==> src/rtl/mem_port_arbiter.sv <==
// Arbitrates between a fetch port and a data port for one single-port synchronous memory.
// Data requests normally win a conflict. Fetch wins after STARVE_MAX consecutive denials.
// Define MEM_PORT_ARBITER_PERF_EN to add saturating grant and conflict counters.
`timescale 1ns/1ps
module mem_port_arbiter #(
    parameter int          ADDR_W     = 32,
    parameter int          MEM_BYTES  = 4096,
    parameter int          STARVE_MAX = 3,
    parameter logic [31:0] OOR_INSTR  = 32'h0000_0013
) (
    input  logic              clk,
    input  logic              rst_n,

    input  logic              i_req,
    input  logic [ADDR_W-1:0] i_addr,
    output logic              i_gnt,
    output logic              i_rvalid,
    output logic [31:0]       i_rdata,

    input  logic              d_req,
    input  logic [ADDR_W-1:0] d_addr,
    input  logic [3:0]        d_we,
    input  logic [31:0]       d_wdata,
    output logic              d_gnt,
    output logic              d_rvalid,
    output logic [31:0]       d_rdata,
    output logic              d_err,

    output logic              mem_en,
    output logic [3:0]        mem_we,
    output logic [ADDR_W-3:0] mem_addr,
    output logic [31:0]       mem_wdata,
    input  logic [31:0]       mem_rdata,

    output logic [31:0]       perf_i_grants,
    output logic [31:0]       perf_d_grants,
    output logic [31:0]       perf_conflicts
);

    localparam logic [ADDR_W-1:0] MEM_LIMIT    = ADDR_W'(MEM_BYTES);
    localparam logic [3:0]        STARVE_LIMIT = 4'(STARVE_MAX);

    logic [3:0] starve_q;
    logic [3:0] starve_d;

    // Response stage: one slot, filled by every grant, drained the next cycle.
    logic rsp_valid_q;
    logic rsp_valid_d;
    logic rsp_is_data_q;
    logic rsp_is_data_d;
    logic rsp_read_q;
    logic rsp_read_d;
    logic rsp_oor_q;
    logic rsp_oor_d;

    logic i_oor;
    logic d_oor;
    logic fetch_turn;

    assign i_oor = (i_addr >= MEM_LIMIT);
    assign d_oor = (d_addr >= MEM_LIMIT);

    // Grants are held off while reset is asserted so every output reads 0 during reset.
    always_comb begin
        fetch_turn = i_req & (starve_q == STARVE_LIMIT);
        d_gnt      = rst_n & d_req & ~fetch_turn;
        i_gnt      = rst_n & i_req & ~d_gnt;
    end

    always_comb begin
        starve_d = starve_q;
        if (!i_req || i_gnt) begin
            starve_d = 4'd0;
        end else if (d_gnt && (starve_q < STARVE_LIMIT)) begin
            starve_d = starve_q + 4'd1;
        end
    end

    always_comb begin
        mem_en    = 1'b0;
        mem_we    = 4'b0000;
        mem_addr  = '0;
        mem_wdata = rst_n ? d_wdata : 32'd0;
        if (d_gnt) begin
            mem_addr = d_addr[ADDR_W-1:2];
            mem_en   = ~d_oor;
            mem_we   = d_oor ? 4'b0000 : d_we;
        end else if (i_gnt) begin
            mem_addr = i_addr[ADDR_W-1:2];
            mem_en   = ~i_oor;
        end
    end

    always_comb begin
        rsp_valid_d   = i_gnt | d_gnt;
        rsp_is_data_d = d_gnt;
        rsp_read_d    = d_gnt ? (d_we == 4'b0000) : 1'b1;
        rsp_oor_d     = d_gnt ? d_oor : (i_gnt & i_oor);
    end

    always_ff @(posedge clk or negedge rst_n) begin
        if (!rst_n) begin
            starve_q      <= 4'd0;
            rsp_valid_q   <= 1'b0;
            rsp_is_data_q <= 1'b0;
            rsp_read_q    <= 1'b0;
            rsp_oor_q     <= 1'b0;
        end else begin
            starve_q      <= starve_d;
            rsp_valid_q   <= rsp_valid_d;
            rsp_is_data_q <= rsp_is_data_d;
            rsp_read_q    <= rsp_read_d;
            rsp_oor_q     <= rsp_oor_d;
        end
    end

    // Memory read data arrives in the cycle after the strobe and is routed to the owner.
    always_comb begin
        i_rvalid = rsp_valid_q & ~rsp_is_data_q;
        d_rvalid = rsp_valid_q & rsp_is_data_q;
        d_err    = d_rvalid & rsp_oor_q;
        i_rdata  = 32'd0;
        d_rdata  = 32'd0;
        if (i_rvalid) begin
            i_rdata = rsp_oor_q ? OOR_INSTR : mem_rdata;
        end
        if (d_rvalid && rsp_read_q && !rsp_oor_q) begin
            d_rdata = mem_rdata;
        end
    end

`ifdef MEM_PORT_ARBITER_PERF_EN
    logic [2:0]       perf_inc;
    logic [2:0][31:0] perf_cnt;

    assign perf_inc = {i_req & d_req & rst_n, d_gnt, i_gnt};

    for (genvar gi = 0; gi < 3; gi++) begin : g_perf
        logic [31:0] cnt_q;
        logic [31:0] cnt_d;

        always_comb begin
            cnt_d = cnt_q;
            if (perf_inc[gi] && (cnt_q != 32'hFFFF_FFFF)) begin
                cnt_d = cnt_q + 32'd1;
            end
        end

        always_ff @(posedge clk or negedge rst_n) begin
            if (!rst_n) begin
                cnt_q <= 32'd0;
            end else begin
                cnt_q <= cnt_d;
            end
        end

        assign perf_cnt[gi] = cnt_q;
    end

    assign perf_i_grants  = perf_cnt[0];
    assign perf_d_grants  = perf_cnt[1];
    assign perf_conflicts = perf_cnt[2];
`else
    assign perf_i_grants  = 32'd0;
    assign perf_d_grants  = 32'd0;
    assign perf_conflicts = 32'd0;
`endif

endmodule
==> config.mk <==
export PLATFORM = sky130hd
export DESIGN_NAME = mem_port_arbiter
export DESIGN_NICKNAME = d
export VERILOG_FILES = /design/src/rtl/mem_port_arbiter.sv
export SDC_FILE = /design/constraint.sdc
export NUM_CORES = 1
export LEC_CHECK = 0
export ABC_CLOCK_PERIOD_IN_PS = 2800
export CAP_MARGIN = 20
export CORE_AREA = 10 10 135 137
export CTS_CLUSTER_SIZE = 25
export DETAILED_ROUTE_END_ITERATION = 6
export DIE_AREA = 0 0 145 147
export GPL_TIMING_DRIVEN = 0
export HOLD_SLACK_MARGIN = 0.12
export MAX_ROUTING_LAYER = met4
export PLACE_DENSITY = 0.63
export SETUP_SLACK_MARGIN = 0.15
export SYNTH_ARGS = -nofsm -noshare
export SYNTH_HDL_FRONTEND = slang
export SYNTH_SLANG_ARGS = --single-unit
==> constraint.sdc <==
create_clock -name clk -period 2.8 [get_ports clk]
set_clock_uncertainty 0.15 [all_clocks]
set_input_delay 0.56 -clock clk [delete_from_list [all_inputs] [get_ports clk]]
set_output_delay 0.56 -clock clk [all_outputs]
set_load 0.02 [all_outputs]
==> key figures, run 1 <==
Outcome
  • Status: finished, final reports clean

CTS
  • Clock tree buffer depth: 2
  • Root Buffer: clkbuf_16
  • Clock transition at the registers of the reported paths: 0.04 ns
  • Num Clock Sinks: 8
  • H-tree levels: 1
  • Clk Latency, worst-skew pair: 0.23 ns
  • TritonCTS clock tree: built
  • TritonCTS buffer count: 3

GRT
  • Met3 Use GR: 3.01%
  • First-pass GRT wire length: 19.5 mm
  • Vias in the first global route: 3127
  • Antenna violations before repair: 0
  • Tot GR Track Use: 11.7%
  • GR Overflow Total: 0
  • Largest net degree at the start of global routing: 12
  • Met1 Use GR: 12.0%
  • Grt met2 use: 22.5%
  • Busiest grt layer: met2

Worst hold path
  • Worst min path class: reg -> reg
  • Min-delay src: starve_q[1]$_DFFE_PN0P_

Placement
  • Placed Instances: 872
  • Detailed placement HPWL: 12.2 mm
  • Cell Area, Placed: 0.00547 mm²
  • I/O Buffers: 267
  • Final GP Congestion: 0.814

Power
  • Peak supply drop: 0.137 mV
  • PnR Total Power: 1.19 mW
  • Pwr dens: 217 mW/mm²
  • Flop pwr share: 10.6%
  • Leak pwr: 2.94 nW
  • Int Pwr: 723 µW
  • P_sw: 468 µW
  • Combinational Power Share: 69.5%
  • Switch share: 39.3%
  • Clock Power Share: 19.9%

Timing
  • RSZ-0062 raised after global routing: true
  • Max-slew violation count: 0
  • Peak Freq: 384 MHz
  • Setup_tns: 0 ns
  • Post-layout min period: 2.61 ns
  • Setup violations, final: 0
  • Hold Vio Cnt, Final: 0
  • Period utilisation layout: 93.1%

Logic synthesis
  • Area of the mapped netlist: 0.00217 mm²
  • Asr flop ratio synth: 100%
  • Mean Syn Cell Area: 7.37 µm²
  • Top FF cell, synth: dfrtp_1
  • Yosys reg bits: 8
  • EDFF count, synth: 0
  • Synth Warn #: 0
  • Post-synthesis cell count: 294
  • Sequential area share after synthesis: 9.24%
  • Count of different cell masters after synthesis: 27

Floorplan
  • Die Ht: 147 µm
  • Die ar.: 0.0213 mm²
  • Core Area: 0.0156 mm²
  • Top-Level Pins: 368
  • Site row count: 46
  • Initial Util: 13.9%
  • Die width: 145 µm

Final layout
  • Layout cells sized above 1: 26.8%
  • Final core occ: 35.1%
  • Net count reported at finish: 806
  • Design Area, Final: 0.00548 mm²
  • P&R area growth vs syn: 153%
  • Ant. Diodes: 0
  • Cell Count, Final, Fillers Out: 883

Detailed routing
  • Drt wl/cell: 15.2 µm
  • Drt pass-1 iters: 4
  • Via Count: 2959
  • # DRC: 0
  • WL final: 13.4 mm
  • Starting DRT DRC Count: 26
  • Post-DRT Antenna Nets: 0
  • Vias per inst: 3.35

Setup path
  • CP startpoint: d_addr[19]
  • Reg2Reg Depth: 4
  • RR Startpoint: starve_q[0]$_DFFE_PN0P_
  • CP startpoint kind: primary input
  • Reg2reg end: starve_q[1]$_DFFE_PN0P_
  • CP Class: in -> out
  • Critical path required time: 2.09 ns
  • CP Capture Type: primary output
  • Critical Path End: mem_we[2]
  • Worst reg2reg setup slack: 1.12 ns
  • Arr. time, crit path: 1.90 ns
  • Critical path fanouts, max: 6

Job
  • Max-cap viol count: 0
## Yosys cell counts, types with 2 or more instances
master	number	share of area [%]
a22o_1	30	12
and2_1	98	28
and3_1	2	0.58
buf_2	3	0.69
buf_4	96	33
buf_6	3	1.6
clkbuf_1	9	1.6
dfrtp_1	8	9.2
inv_1	3	0.52
nand2_1	3	0.52
nand2b_1	2	0.58
nor2_1	12	2.1
nor4_1	11	3.2
## flip-flops by register name, summed over array words and instances, names as in the netlist
signal	count
rsp_read_q	1
rsp_oor_q	1
rsp_valid_q	1
rsp_is_data_q	1
starve_q	4
## logic make-up (layout without fill, tap and decap cells)
family	count (synthesis)	count (layout)	share of synthesized area (%)
other cells	1	96	0.173
compound gates	34	35	14.4
buf+inv	114	391	37.6
xor+xnor	1	1	0.404
simple gates	134	134	37.1
flops	8	8	9.24
mux	1	1	0.462
fa+ha+maj	1	1	0.578
## critical path, cell delays in order
cell and delay (ns):
clkdlybuf4s50_1 0.44, nor4_2 0.17, and3_1 0.19, and4_4 0.26, and2_1 0.14, buf_4 0.14
## power by group through the flow
stage / Combinational (mW) / Clock [mW] / Sequential (mW)
CTS: 0.826 / 0.241 / 0.126
global route: 0.881 / 0.248 / 0.127
global placement: 0.853 / 0 / 0.127
finish: 0.828 / 0.237 / 0.126
floorplan: 0.441 / 0 / 0.126
detailed placement: 0.852 / 0 / 0.128
## repair_timing
action | in CTS | in global routing
cloned | 1 | 0
hold buffers | 1 | 0
setup endpoints to repair | 128 | 42
gates resized for setup | 238 | 31
hold endpoints to repair | 8 | 0
buffers inserted | 6 | 0
pin swaps | 9 | 5
## metal layers
metal / vias to the layer above / part of all wire (%)
li1: 1534 / -
met1: 1263 / 38
met2: 160 / 55
met3: 2 / 6.6
met4: 0 / 0.43
met5: - / 0
## how the worst min path moves through the flow
stage	to	cells past startpoint
6_report	starve_q[1]$_DFFE_PN0P_	2
5_1_grt	starve_q[1]$_DFFE_PN0P_	2
4_1_cts	starve_q[1]$_DFFE_PN0P_	2
3_5_place_dp	starve_q[1]$_DFFE_PN0P_	2
3_3_place_gp	starve_q[1]$_DFFE_PN0P_	2
2_1_floorplan	rsp_is_data_q$_DFF_PN0_	0
## stage by stage
stage / worst slack [ns] / hold slack, ns
final: 0.194 / 0.386
after detailed placement: -1.17 / 0.379
after global routing: 0.0827 / 0.419
after global placement: -1.13 / 0.360
after CTS: 0.122 / 0.393
after floorplan: 0.600 / 0.114
## cell type report
type | count | area (µm²)
fillers | 1709 | 10100
repair buffers | 274 | 2510
multi-input cells | 268 | 1590
plain buffers | 111 | 830
well taps | 216 | 270
flip-flops and latches | 8 | 200
clock buffers | 3 | 75.1
inverters | 3 | 11.3
## layout by cell type, fill, tap and decap left out, types with 3 or more instances in the layout
cell / netlist / final
inv_1: 3 / 3
dfrtp_1: 8 / 8
clkdlybuf4s15_2: 0 / 7
and2_1: 98 / 97
clkdlybuf4s50_1: 0 / 154
nor4_2: 0 / 4
nor2_1: 12 / 12
dlymetal6s2s_1: 0 / 6
conb_1: 1 / 96
buf_6: 3 / 4
nor4_1: 11 / 6
dlygate4sd2_1: 0 / 60
clkbuf_16: 0 / 3
clkbuf_2: 0 / 15
clkbuf_4: 0 / 4
buf_4: 96 / 108
buf_2: 3 / 22
a22o_1: 30 / 30
(Power assumes the default switching activity.)
==> inputs of run 2 (changes only) <==
- CELL_PAD_IN_SITES_DETAIL_PLACEMENT: unset -> 0
- CELL_PAD_IN_SITES_GLOBAL_PLACEMENT: unset -> 1
- CORE_AREA: 10 10 135 137 -> unset
- CORE_MARGIN: unset -> 10
- CORE_UTILIZATION: unset -> 13
- DIE_AREA: 0 0 145 147 -> unset
- PLACE_DENSITY: 0.63 -> 0.92
==> key figures, run 2 (same netlist as run 1, synthesis figures left out) <==
Power
  • Peak supply drop: 0.144 mV
  • Pwr dens: 216 mW/mm²
  • PnR Total Power: 1.19 mW
  • Leak pwr: 2.92 nW

GRT
  • Largest net degree at the start of global routing: 12
  • First-pass GRT wire length: 18.0 mm
  • Antenna violations before repair: 0
  • GR Overflow Total: 0
  • Vias in the first global route: 3230
  • Tot GR Track Use: 10.6%

Setup path
  • Worst-path cell chain: clkdlybuf4s50_1 > nor4_2 > and3_1 > and4_4 > and2_1 > buf_4
  • Critical path's top delay family: simple AND/OR/NAND/NOR gates
  • Slowest stage delay, CP: 0.44 ns
  • Crit path max-delay cell type: clkdlybuf4s50_1
  • Critical path fanouts, max: 6
  • CP startpoint kind: primary input
  • CP Capture Type: primary output
  • WP buf/inv: 2
  • Critical path required time: 2.09 ns
  • CP Class: in -> out
  • Arr. time, crit path: 1.90 ns

CTS
  • Clk Latency, worst-skew pair: 0.23 ns
  • TritonCTS clock tree: built
  • Num Clock Sinks: 8
  • Clock transition at the registers of the reported paths: 0.04 ns
  • Root Buffer: clkbuf_16
  • H-tree levels: 1
  • TritonCTS buffer count: 3
  • Clock tree buffer depth: 2

Floorplan
  • Site row count: 47
  • Initial Util: 13.2%
  • Top-Level Pins: 368
  • Core Area: 0.0165 mm²
  • Die ar.: 0.0222 mm²
  • Die Ht: 149 µm
  • Die width: 149 µm

Timing
  • Hold WS: 0.380 ns
  • Setup_tns: 0 ns
  • Post-layout min period: 2.61 ns
  • Actual slew at the worst max-slew pin: 0.592 ns
  • Max-slew violation count: 0
  • Slew margin rel.: 60.2%
  • Period utilisation layout: 93.3%
  • Setup ws final: 0.186 ns
  • Setup violations, final: 0
  • Hold Vio Cnt, Final: 0
  • RSZ-0062 raised after global routing: true
  • Peak Freq: 383 MHz

Final layout
  • P&R area growth vs syn: 154%
  • Ant. Diodes: 0
  • Largest register FFs: 4
  • Largest register by flop count: starve_q
  • Net count reported at finish: 806
  • Filler Cell Count: 1762
  • Most frequent cells in the layout: 155 x clkdlybuf4s50_1, 107 x buf_4, 96 x conb_1, 95 x and2_1, 60 x dlygate4sd2_1
  • Design Area, Final: 0.00550 mm²
  • Cell Count, Final, Fillers Out: 887
  • Layout cells sized above 1: 26.7%
  • Commonest non-fill, non-tap cell in the layout: clkdlybuf4s50_1
  • Final core occ: 33.4%

Detailed routing
  • Post-DRT Antenna Nets: 0
  • Starting DRT DRC Count: 90
  • Via Count: 3028
  • Drt wl/cell: 14.9 µm
  • Drt pass-1 iters: 4
  • WL final: 13.2 mm
  • # DRC: 0
  • Vias per inst: 3.41

Placement
  • Detailed placement HPWL: 12.0 mm
  • Final GP Congestion: 0.871
  • Cell Area, Placed: 0.00547 mm²
  • I/O Buffers: 267
  • Place WS: -1.22 ns
  • Placed Instances: 876

Outcome
  • Status: finished, final reports clean

Worst hold path
  • Worst min path class: reg -> reg

Job
  • Max-cap viol count: 0
## run 2: cell types whose count changed in the layout (fill, tap and decap cells not counted), moves of 2 or more
cell,delta
nor4_2,+2
and2_1,-2
clkbuf_2,-8
clkdlybuf4s15_1,+5
and2_4,+2
clkdlybuf4s15_2,-3
buf_2,+6
buf_6,+4
## run 2: repair_timing
action / 4_1_cts / 5_1_grt
endpoints found under the setup margin: 130 / 23
hold endpoints to repair: 8 / 0
gates cloned: 1 / 0
pin swaps: 7 / 8
buffers inserted: 5 / 1
gates resized for setup: 257 / 22
hold buffers: 1 / 0
## run 2: worst paths after layout
path | slack, ns | depth (start not counted) | to | from
max | 0.19 | 6 | mem_we[0] | d_addr[23]
min | 0.38 | 2 | starve_q[1]$_DFFE_PN0P_ | starve_q[1]$_DFFE_PN0P_
max reg2reg | 1.05 | 4 | starve_q[1]$_DFFE_PN0P_ | starve_q[0]$_DFFE_PN0P_
min reg2reg | 0.38 | 2 | starve_q[1]$_DFFE_PN0P_ | starve_q[1]$_DFFE_PN0P_
max in group asynchronous | 1.48 | 2 | rsp_valid_q$_DFF_PN0_ | rst_n
min in group asynchronous | 0.72 | 2 | starve_q[3]$_DFFE_PN0P_ | rst_n
## run 2: area by class of cell
cell class                      count  area (µm²)  share of cell area, %
Buffer                            111         835                   15.2
Sequential cell                     8         200                   3.64
Timing Repair Buffer              274        2510                   45.7
Inverter                            3        11.3                  0.205
Tap cell                          220         275                   5.01
Multi-Input combinational cell    268        1590                   28.9
Clock buffer                        3        75.1                   1.37
## run 2: worst reg2reg max path, stage by stage, from the launching register on
cell and delay [ns]:
dfrtp_1 0.39, ha_2 0.23, nor4_1 0.56, mux2i_1 0.25, nor2_1 0.05
## run 2: report_power, final
group	switching (mW)	internal [mW]	total [mW]
Clock	0.0540	0.184	0.238
Combinational	0.411	0.416	0.826
Sequential	0.00484	0.121	0.126
## run 2: metal layers
layer | up-vias | wire, µm | GRT usage (%) | share of wire [%]
li1 | 1531 | - | - | -
met1 | 1271 | 4620 | 9.88 | 35
met2 | 207 | 6950 | 19.8 | 53
met3 | 19 | 1330 | 3.76 | 10
met4 | 0 | 286 | 3.39 | 2.2
met5 | - | 0 | - | 0
